File: src/rtl/imem_loader_pkg.sv
// Shared types and constants for the instruction-memory boot loader.
package imem_loader_pkg;

    typedef enum logic [2:0] {
        ST_IDLE,
        ST_LEN_HI,
        ST_LEN_LO,
        ST_DATA,
        ST_CSUM,
        ST_DONE,
        ST_ERR
    } state_t;

    localparam logic [1:0] ERR_NONE    = 2'd0;
    localparam logic [1:0] ERR_LEN     = 2'd1;
    localparam logic [1:0] ERR_CSUM    = 2'd2;
    localparam logic [1:0] ERR_TIMEOUT = 2'd3;

    // Length header is two bytes, most significant first.
    localparam int HDR_BYTES = 2;

    // A payload length must fit in imem and be a whole number of 32-bit words.
    function automatic logic len_legal(input logic [15:0] len, input int unsigned max_bytes);
        return ({16'd0, len} <= max_bytes) && (len[1:0] == 2'b00);
    endfunction

endpackage

File: src/rtl/imem_loader_if.sv
// Byte-stream input and imem byte-write port of the boot loader.
interface imem_loader_if #(
    parameter int ADDR_BUS_WIDTH = 16
);
    logic                      in_valid;
    logic [7:0]                in_data;
    logic                      in_ready;
    logic                      mem_we;
    logic [ADDR_BUS_WIDTH-1:0] mem_addr;
    logic [7:0]                mem_wdata;

    // Host link / imem side: supplies bytes, observes writes.
    modport master (
        output in_valid, in_data,
        input  in_ready, mem_we, mem_addr, mem_wdata
    );

    // Loader side: consumes bytes, drives the imem write port.
    modport slave (
        input  in_valid, in_data,
        output in_ready, mem_we, mem_addr, mem_wdata
    );
endinterface

File: src/rtl/imem_loader_byte_timeout.sv
// Inter-byte watchdog: reloads on clear, counts down while enabled,
// flags expiry on the CYCLES-th consecutive enabled cycle.
module byte_timeout #(
    parameter int unsigned CYCLES = 1000000
) (
    input  logic clk,
    input  logic rst_n,
    input  logic clear_i,
    input  logic en_i,
    output logic expired_o
);
    localparam int CNT_W = (CYCLES > 2) ? $clog2(CYCLES) : 1;
    localparam logic [CNT_W-1:0] RELOAD = CNT_W'(CYCLES - 1);

    logic [CNT_W-1:0] cnt_q;
    logic [CNT_W-1:0] cnt_d;

    // Next count: reload on clear, otherwise step down and park at zero.
    always_comb begin
        cnt_d = cnt_q;
        if (clear_i) begin
            cnt_d = RELOAD;
        end else if (en_i && (cnt_q != '0)) begin
            cnt_d = cnt_q - CNT_W'(1);
        end
    end

    // Counter register.
    always_ff @(posedge clk or negedge rst_n) begin
        if (!rst_n) begin
            cnt_q <= RELOAD;
        end else begin
            cnt_q <= cnt_d;
        end
    end

    assign expired_o = en_i && !clear_i && (cnt_q == '0);

endmodule

File: src/rtl/imem_loader.sv
// Boot-time loader: parses a length/payload/checksum frame from a byte stream,
// writes the payload to imem from address 0 and stalls the core meanwhile.
module imem_loader
    import imem_loader_pkg::*;
#(
    parameter int unsigned ADDR_BUS_WIDTH = 16,
    parameter int unsigned MEM_BYTES      = 128,
    parameter int unsigned TIMEOUT_CYCLES = 1000000
) (
    input  logic           clk,
    input  logic           rst_n,
    input  logic           start,
    imem_loader_if.slave   bus,
    output logic           cpu_hold,
    output logic           busy,
    output logic           done,
    output logic           err,
    output logic [1:0]     err_code
);
    state_t                    state_q, state_d;
    logic [15:0]               len_q, len_d;
    logic [ADDR_BUS_WIDTH-1:0] idx_q, idx_d;
    logic [7:0]                sum_q, sum_d;
    logic [1:0]                code_q, code_d;
    logic                      we_q, we_d;
    logic [ADDR_BUS_WIDTH-1:0] addr_q, addr_d;
    logic [7:0]                wdata_q, wdata_d;

    logic                      active;
    logic                      xfer;
    logic [15:0]               len_rx;
    logic [ADDR_BUS_WIDTH-1:0] last_idx;
    logic                      tmo_clear;
    logic                      tmo_expired;

    assign active   = (state_q == ST_LEN_HI) || (state_q == ST_LEN_LO) ||
                      (state_q == ST_DATA)   || (state_q == ST_CSUM);
    assign xfer     = bus.in_valid && active;
    assign len_rx   = {len_q[15:8], bus.in_data};
    assign last_idx = ADDR_BUS_WIDTH'(len_q - 16'd1);

    byte_timeout #(
        .CYCLES (TIMEOUT_CYCLES)
    ) u_timeout (
        .clk       (clk),
        .rst_n     (rst_n),
        .clear_i   (tmo_clear),
        .en_i      (active && !xfer),
        .expired_o (tmo_expired)
    );

    // Frame sequencing, payload write generation and checksum accumulation.
    always_comb begin
        state_d   = state_q;
        len_d     = len_q;
        idx_d     = idx_q;
        sum_d     = sum_q;
        code_d    = code_q;
        we_d      = 1'b0;
        addr_d    = addr_q;
        wdata_d   = wdata_q;
        tmo_clear = xfer;
        case (state_q)
            ST_IDLE, ST_DONE, ST_ERR: begin
                if (start) begin
                    state_d   = ST_LEN_HI;
                    code_d    = ERR_NONE;
                    idx_d     = '0;
                    sum_d     = 8'd0;
                    tmo_clear = 1'b1;
                end
            end
            ST_LEN_HI: begin
                if (xfer) begin
                    len_d   = {bus.in_data, len_q[7:0]};
                    state_d = ST_LEN_LO;
                end
            end
            ST_LEN_LO: begin
                if (xfer) begin
                    len_d = len_rx;
                    if (!len_legal(len_rx, MEM_BYTES)) begin
                        state_d = ST_ERR;
                        code_d  = ERR_LEN;
                    end else if (len_rx == 16'd0) begin
                        state_d = ST_CSUM;
                    end else begin
                        state_d = ST_DATA;
                    end
                end
            end
            ST_DATA: begin
                if (xfer) begin
                    we_d    = 1'b1;
                    addr_d  = idx_q;
                    wdata_d = bus.in_data;
                    sum_d   = sum_q + bus.in_data;
                    idx_d   = idx_q + ADDR_BUS_WIDTH'(1);
                    if (idx_q == last_idx) begin
                        state_d = ST_CSUM;
                    end
                end
            end
            ST_CSUM: begin
                if (xfer) begin
                    if (bus.in_data == sum_q) begin
                        state_d = ST_DONE;
                    end else begin
                        state_d = ST_ERR;
                        code_d  = ERR_CSUM;
                    end
                end
            end
            default: state_d = ST_IDLE;
        endcase
        // Expiry only fires on a cycle with no accepted byte.
        if (tmo_expired) begin
            state_d = ST_ERR;
            code_d  = ERR_TIMEOUT;
        end
    end

    // State and datapath registers; reset aborts any frame immediately.
    always_ff @(posedge clk or negedge rst_n) begin
        if (!rst_n) begin
            state_q <= ST_IDLE;
            len_q   <= 16'd0;
            idx_q   <= '0;
            sum_q   <= 8'd0;
            code_q  <= ERR_NONE;
            we_q    <= 1'b0;
            addr_q  <= '0;
            wdata_q <= 8'd0;
        end else begin
            state_q <= state_d;
            len_q   <= len_d;
            idx_q   <= idx_d;
            sum_q   <= sum_d;
            code_q  <= code_d;
            we_q    <= we_d;
            addr_q  <= addr_d;
            wdata_q <= wdata_d;
        end
    end

    assign bus.in_ready  = active;
    assign bus.mem_we    = we_q;
    assign bus.mem_addr  = addr_q;
    assign bus.mem_wdata = wdata_q;
    assign busy          = active;
    // Core stays stalled in ERR so a partial image never runs.
    assign cpu_hold      = (state_q != ST_IDLE) && (state_q != ST_DONE);
    assign done          = (state_q == ST_DONE);
    assign err           = (state_q == ST_ERR);
    assign err_code      = code_q;

endmodule
File: src/flat_wrapper.sv
// flat-port wrapper written by rule: the top's interface ports become plain ports
module imem_loader_flat import imem_loader_pkg::*;
#(
    parameter int unsigned ADDR_BUS_WIDTH = 16,
    parameter int unsigned MEM_BYTES      = 128,
    parameter int unsigned TIMEOUT_CYCLES = 1000000
)
  (clk, rst_n, start, cpu_hold, busy, done, err, err_code, bus_in_valid, bus_in_data, bus_in_ready, bus_mem_we, bus_mem_addr, bus_mem_wdata);
  imem_loader_if #(.ADDR_BUS_WIDTH(ADDR_BUS_WIDTH)) bus_i ();
  input  logic clk;
  input  logic rst_n;
  input  logic start;
  output logic cpu_hold;
  output logic busy;
  output logic done;
  output logic err;
  output logic [1:0] err_code;
  input wire logic [$bits(bus_i.in_valid)-1:0] bus_in_valid;
  input wire logic [$bits(bus_i.in_data)-1:0] bus_in_data;
  output wire logic [$bits(bus_i.in_ready)-1:0] bus_in_ready;
  output wire logic [$bits(bus_i.mem_we)-1:0] bus_mem_we;
  output wire logic [$bits(bus_i.mem_addr)-1:0] bus_mem_addr;
  output wire logic [$bits(bus_i.mem_wdata)-1:0] bus_mem_wdata;
  assign bus_i.in_valid = bus_in_valid;
  assign bus_i.in_data = bus_in_data;
  assign bus_in_ready = bus_i.in_ready;
  assign bus_mem_we = bus_i.mem_we;
  assign bus_mem_addr = bus_i.mem_addr;
  assign bus_mem_wdata = bus_i.mem_wdata;
  imem_loader #(.ADDR_BUS_WIDTH(ADDR_BUS_WIDTH), .MEM_BYTES(MEM_BYTES), .TIMEOUT_CYCLES(TIMEOUT_CYCLES)) u_core (.clk(clk), .rst_n(rst_n), .start(start), .bus(bus_i), .cpu_hold(cpu_hold), .busy(busy), .done(done), .err(err), .err_code(err_code));
endmodule
File: config.mk
export PLATFORM = sky130hd
export DESIGN_NAME = imem_loader_flat
export DESIGN_NICKNAME = d
export VERILOG_FILES = /design/src/rtl/imem_loader_pkg.sv /design/src/rtl/imem_loader_if.sv /design/src/rtl/imem_loader_byte_timeout.sv /design/src/rtl/imem_loader.sv /design/src/flat_wrapper.sv
export SDC_FILE = /design/constraint.sdc
export NUM_CORES = 1
export LEC_CHECK = 0
export CORE_AREA = 4 4 106 108
export CTS_CLUSTER_SIZE = 20
export DETAILED_ROUTE_END_ITERATION = 7
export DIE_AREA = 0 0 110 112
export GPL_TIMING_DRIVEN = 0
export PLACE_DENSITY = 0.83
export SLEW_MARGIN = 20
export SYNTH_ARGS = -nofsm -noshare
export SYNTH_HDL_FRONTEND = slang
export SYNTH_HIERARCHICAL = 1
export SYNTH_SLANG_ARGS = --single-unit
File: constraint.sdc
create_clock -name clk -period 2.51 [get_ports clk]
set_input_delay 0.3765 -clock clk [delete_from_list [all_inputs] [get_ports clk]]
set_output_delay 0.3765 -clock clk [all_outputs]
set_load 0.005 [all_outputs]
==> impl_metrics.json <==
{
  "drt-initial-drc-count": 341,
  "r2r_end": "u_core/state_q[1]",
  "worstHoldEndpoint": "u_core/bus.mem_wdata[0]",
  "min-delay-start": "bus_in_data[0]",
  "crit_type": "register to register",
  "antennaDiodeCount": 0,
  "synth_cell_types": 72,
  "crit_arrival_ns": 2.72,
  "synth_top_family_by_area": "simple AND/OR/NAND/NOR gates",
  "synth_mux_area_frac": 0.04563,
  "maxSlewHeadroom": 0.5387,
  "wl_per_cell_um": 17.00,
  "drtPass1Iterations": 5,
  "grt_pass1_wl_um": 21450,
  "slew_violations": 0,
  "fin_nets": 632,
  "place_ws_ns": -0.4406,
  "multi_input_area_sq_um": 2810,
  "async_reset_ff_frac": 1.000,
  "die_w_um": 110,
  "cts_made_buffers": 9,
  "worstPathMaxFanout": 9,
  "holdPathStages": 3,
  "cts_max_level": 3,
  "synth_xor_area_frac": 0.08587,
  "fin_crit_sh": 0.9886,
  "finalHoldViolations": 0,
  "synth_compound_area_frac": 0.1224,
  "finalWirelength_um": 12740,
  "synth-seq-cells": 90,
  "port_buffers": 43,
  "netlist_instances": 546,
  "routabilityCongestion": 0.9025,
  "initial_core_util": 0.4985,
  "max_freq_mhz": 403.0,
  "final_cell_mix": "nand2_1, dfrtp_1, clkdlybuf4s50_1, nor2_1, xor2_1",
  "period_needed_ns": 2.481,
  "critical_path_required_ns": 2.75,
  "p_leak_nw": 2.750,
  "grt_pass1_vias": 4439,
  "seq_area_sq_um": 2276,
  "drive_above_1_share": 0.1680,
  "grt.overflow.total": 0,
  "worst_slack_ns": 0.02854,
  "clk_path_buf_depth": 2,
  "synthSimpleGateAreaFrac": 0.2368,
  "hp-class": "primary input to register",
  "timing.rr.start": "u_core/len_q[2]",
  "antenna_found_initial": 0,
  "synth-warning-count": 6,
  "tightestPinTransition_ns": 0.6894,
  "finalPower_w": 0.003670,
  "outcome": "finished, final reports clean",
  "grt_max_degree": 61,
  "synth_adder_area_share": 0.03288,
  "dieArea_sq_um": 12320,
  "skew_ns": 0.01174,
  "synth_fp_nets": 570,
  "row_count": 37,
  "numClockSinks": 90,
  "synth_edf_count": 0,
  "io_pins": 44,
  "rsz0062_at_grt": "true",
  "rrSetupSlack_ns": 0.03,
  "die_h_um": 112,
  "setup_viol": 0,
  "dp.cells": 726,
  "power_density_nw_per_um2": 592.9,
  "dpl.hpwl_um": 8783,
  "worst-r2r-cell-count": 7,
  "cts_tree": "built",
  "grt_usage": 0.2167,
  "final_antenna_net_count": 0,
  "vias_per_cell": 5.809,
  "critPathLaunchType": "register",
  "n_fill_cell": 853,
  "vias": 4351,
  "layout.cells.non_filler": 749,
  "cts_root_buffer": "clkbuf_8",
  "synthesis.area_sq_um": 5100,
  "ir_drop_v": 0.0003934,
  "layout_commonest_cell": "nand2_1",
  "endpoint_kind": "register",
  "clkTransAtPathRegs_ns": 0.09,
  "cap_viol_max_count": 0,
  "syn_area_per_cell_sq_um": 9.340,
  "synthFlopType": "dfrtp_1",
  "yosysSeqAreaShare": 0.4446,
  "core_sq_um": 10230,
  "clk_latency_ns": 0.36,
  "drc_errors": 0,
  "area_growth_pct": 21.39
}
-- kinds of logic after synthesis --
group,Yosys count
and+or+nand+nor,241
buffers and inverters,40
adders and majority gates,13
DFF,90
xor gates and xnor gates,50
muxes,21
AOI/OAI and AO/OA,91
-- through the flow --
stage / hold WS (ns) / utilization / cell area, sq um / TNS, ns
floorplan: 0.08091 / - / 5111 / 0
global placement: 0.4599 / 0.5583 / 5712 / -176.01
detailed placement: 0.3399 / 0.5607 / 5737 / -4.414
CTS: 0.4850 / 0.5920 / 6057 / 0
global route: 0.4266 / 0.6051 / 6191 / -0.2719
finish: 0.4114 / 0.6051 / 6191 / 0
-- state kept, by name, summed over array words and instances (netlist names) --
| register | flops |
|---|---|
| u_core/u_timeout/cnt_q | 20 |
| u_core/bus.mem_we | 1 |
| u_core/state_q | 3 |
| u_core/bus.mem_addr | 16 |
| u_core/idx_q | 16 |
| u_core/sum_q | 8 |
| u_core/err_code | 2 |
| u_core/bus.mem_wdata | 8 |
| u_core/len_q | 16 |
-- critical path, cell delays in order (launching register included) --
cell and delay [ns]:
dfrtp_1 0.38, buf_6 0.14, or4_4 0.55, nor3_2 0.17
o2111ai_1 0.14, or4_4 0.51, nor4_4 0.35, o21ai_1 0.12
-- cell type report --
class,instances,share of cell area
multi-input cells,416,0.4539
flip-flops and latches,90,0.3676
repair buffers,54,0.08630
well taps,136,0.02749
clock buffers,11,0.02284
plain buffers,23,0.01940
clock inverters,5,0.01395
inverters,14,0.008488
-- layer usage --
metal / part of all wire / wire [um] / GRT usage
met4: 0.023 / 297 / 0.06484
met1: 0.42 / 5407 / 0.2856
met3: 0.049 / 627 / 0.04580
met5: 0 / 0 / 0
met2: 0.50 / 6403 / 0.3560
-- where the power goes --
part / internal [W] / total (W) / switching [W]
combinational: 0.000386 / 0.000835 / 0.000449
sequential: 0.00160 / 0.00172 / 0.000118
clock: 0.000596 / 0.00112 / 0.000523
-- synthesized netlist by cell type (all sizes together), types with 6 or more instances --
cell | n | area (sq um)
nand2 | 106 | 397.9
dfrtp | 78 | 1952
nor2 | 37 | 138.9
xor2 | 29 | 254.0
o21ai | 25 | 140.1
a21oi | 21 | 105.1
clkbuf | 21 | 78.83
xnor2 | 21 | 183.9
mux2 | 18 | 202.7
nor4 | 16 | 127.6
nor3 | 15 | 85.08
inv | 14 | 52.55
nand3 | 13 | 65.06
dfstp | 12 | 315.3
ha | 11 | 137.6
or4 | 8 | 67.56
nand4 | 7 | 43.79
o31ai | 7 | 52.55
nor2b | 6 | 37.54
-- timing repair --
item                                    in CTS  in global routing
cloned                                       0                  0
pin swaps                                    1                  6
resized for setup                           22                 26
hold endpoints to repair                    30                  0
setup buffers                                0                  9
hold buffers                                 1                  0
endpoints found under the setup margin      21                 19
-- worst max-delay path by stage --
stage / slack [ns] / from / depth (start not counted) / endpoint
after floorplan: 0.02 / u_core/state_q[2] / 9 / u_core/u_timeout/cnt_q[7]
after global placement: -2.07 / rst_n / 1 / u_core/bus.mem_we
after detailed placement: -0.44 / u_core/len_q[0] / 7 / u_core/state_q[1]
after CTS: 0.006 / u_core/len_q[1] / 7 / u_core/state_q[1]
after global routing: -0.07 / bus_in_data[6] / 8 / u_core/state_q[1]
final: 0.03 / u_core/len_q[2] / 7 / u_core/state_q[1]
No activity file was read; power rests on OpenSTA's default activity.
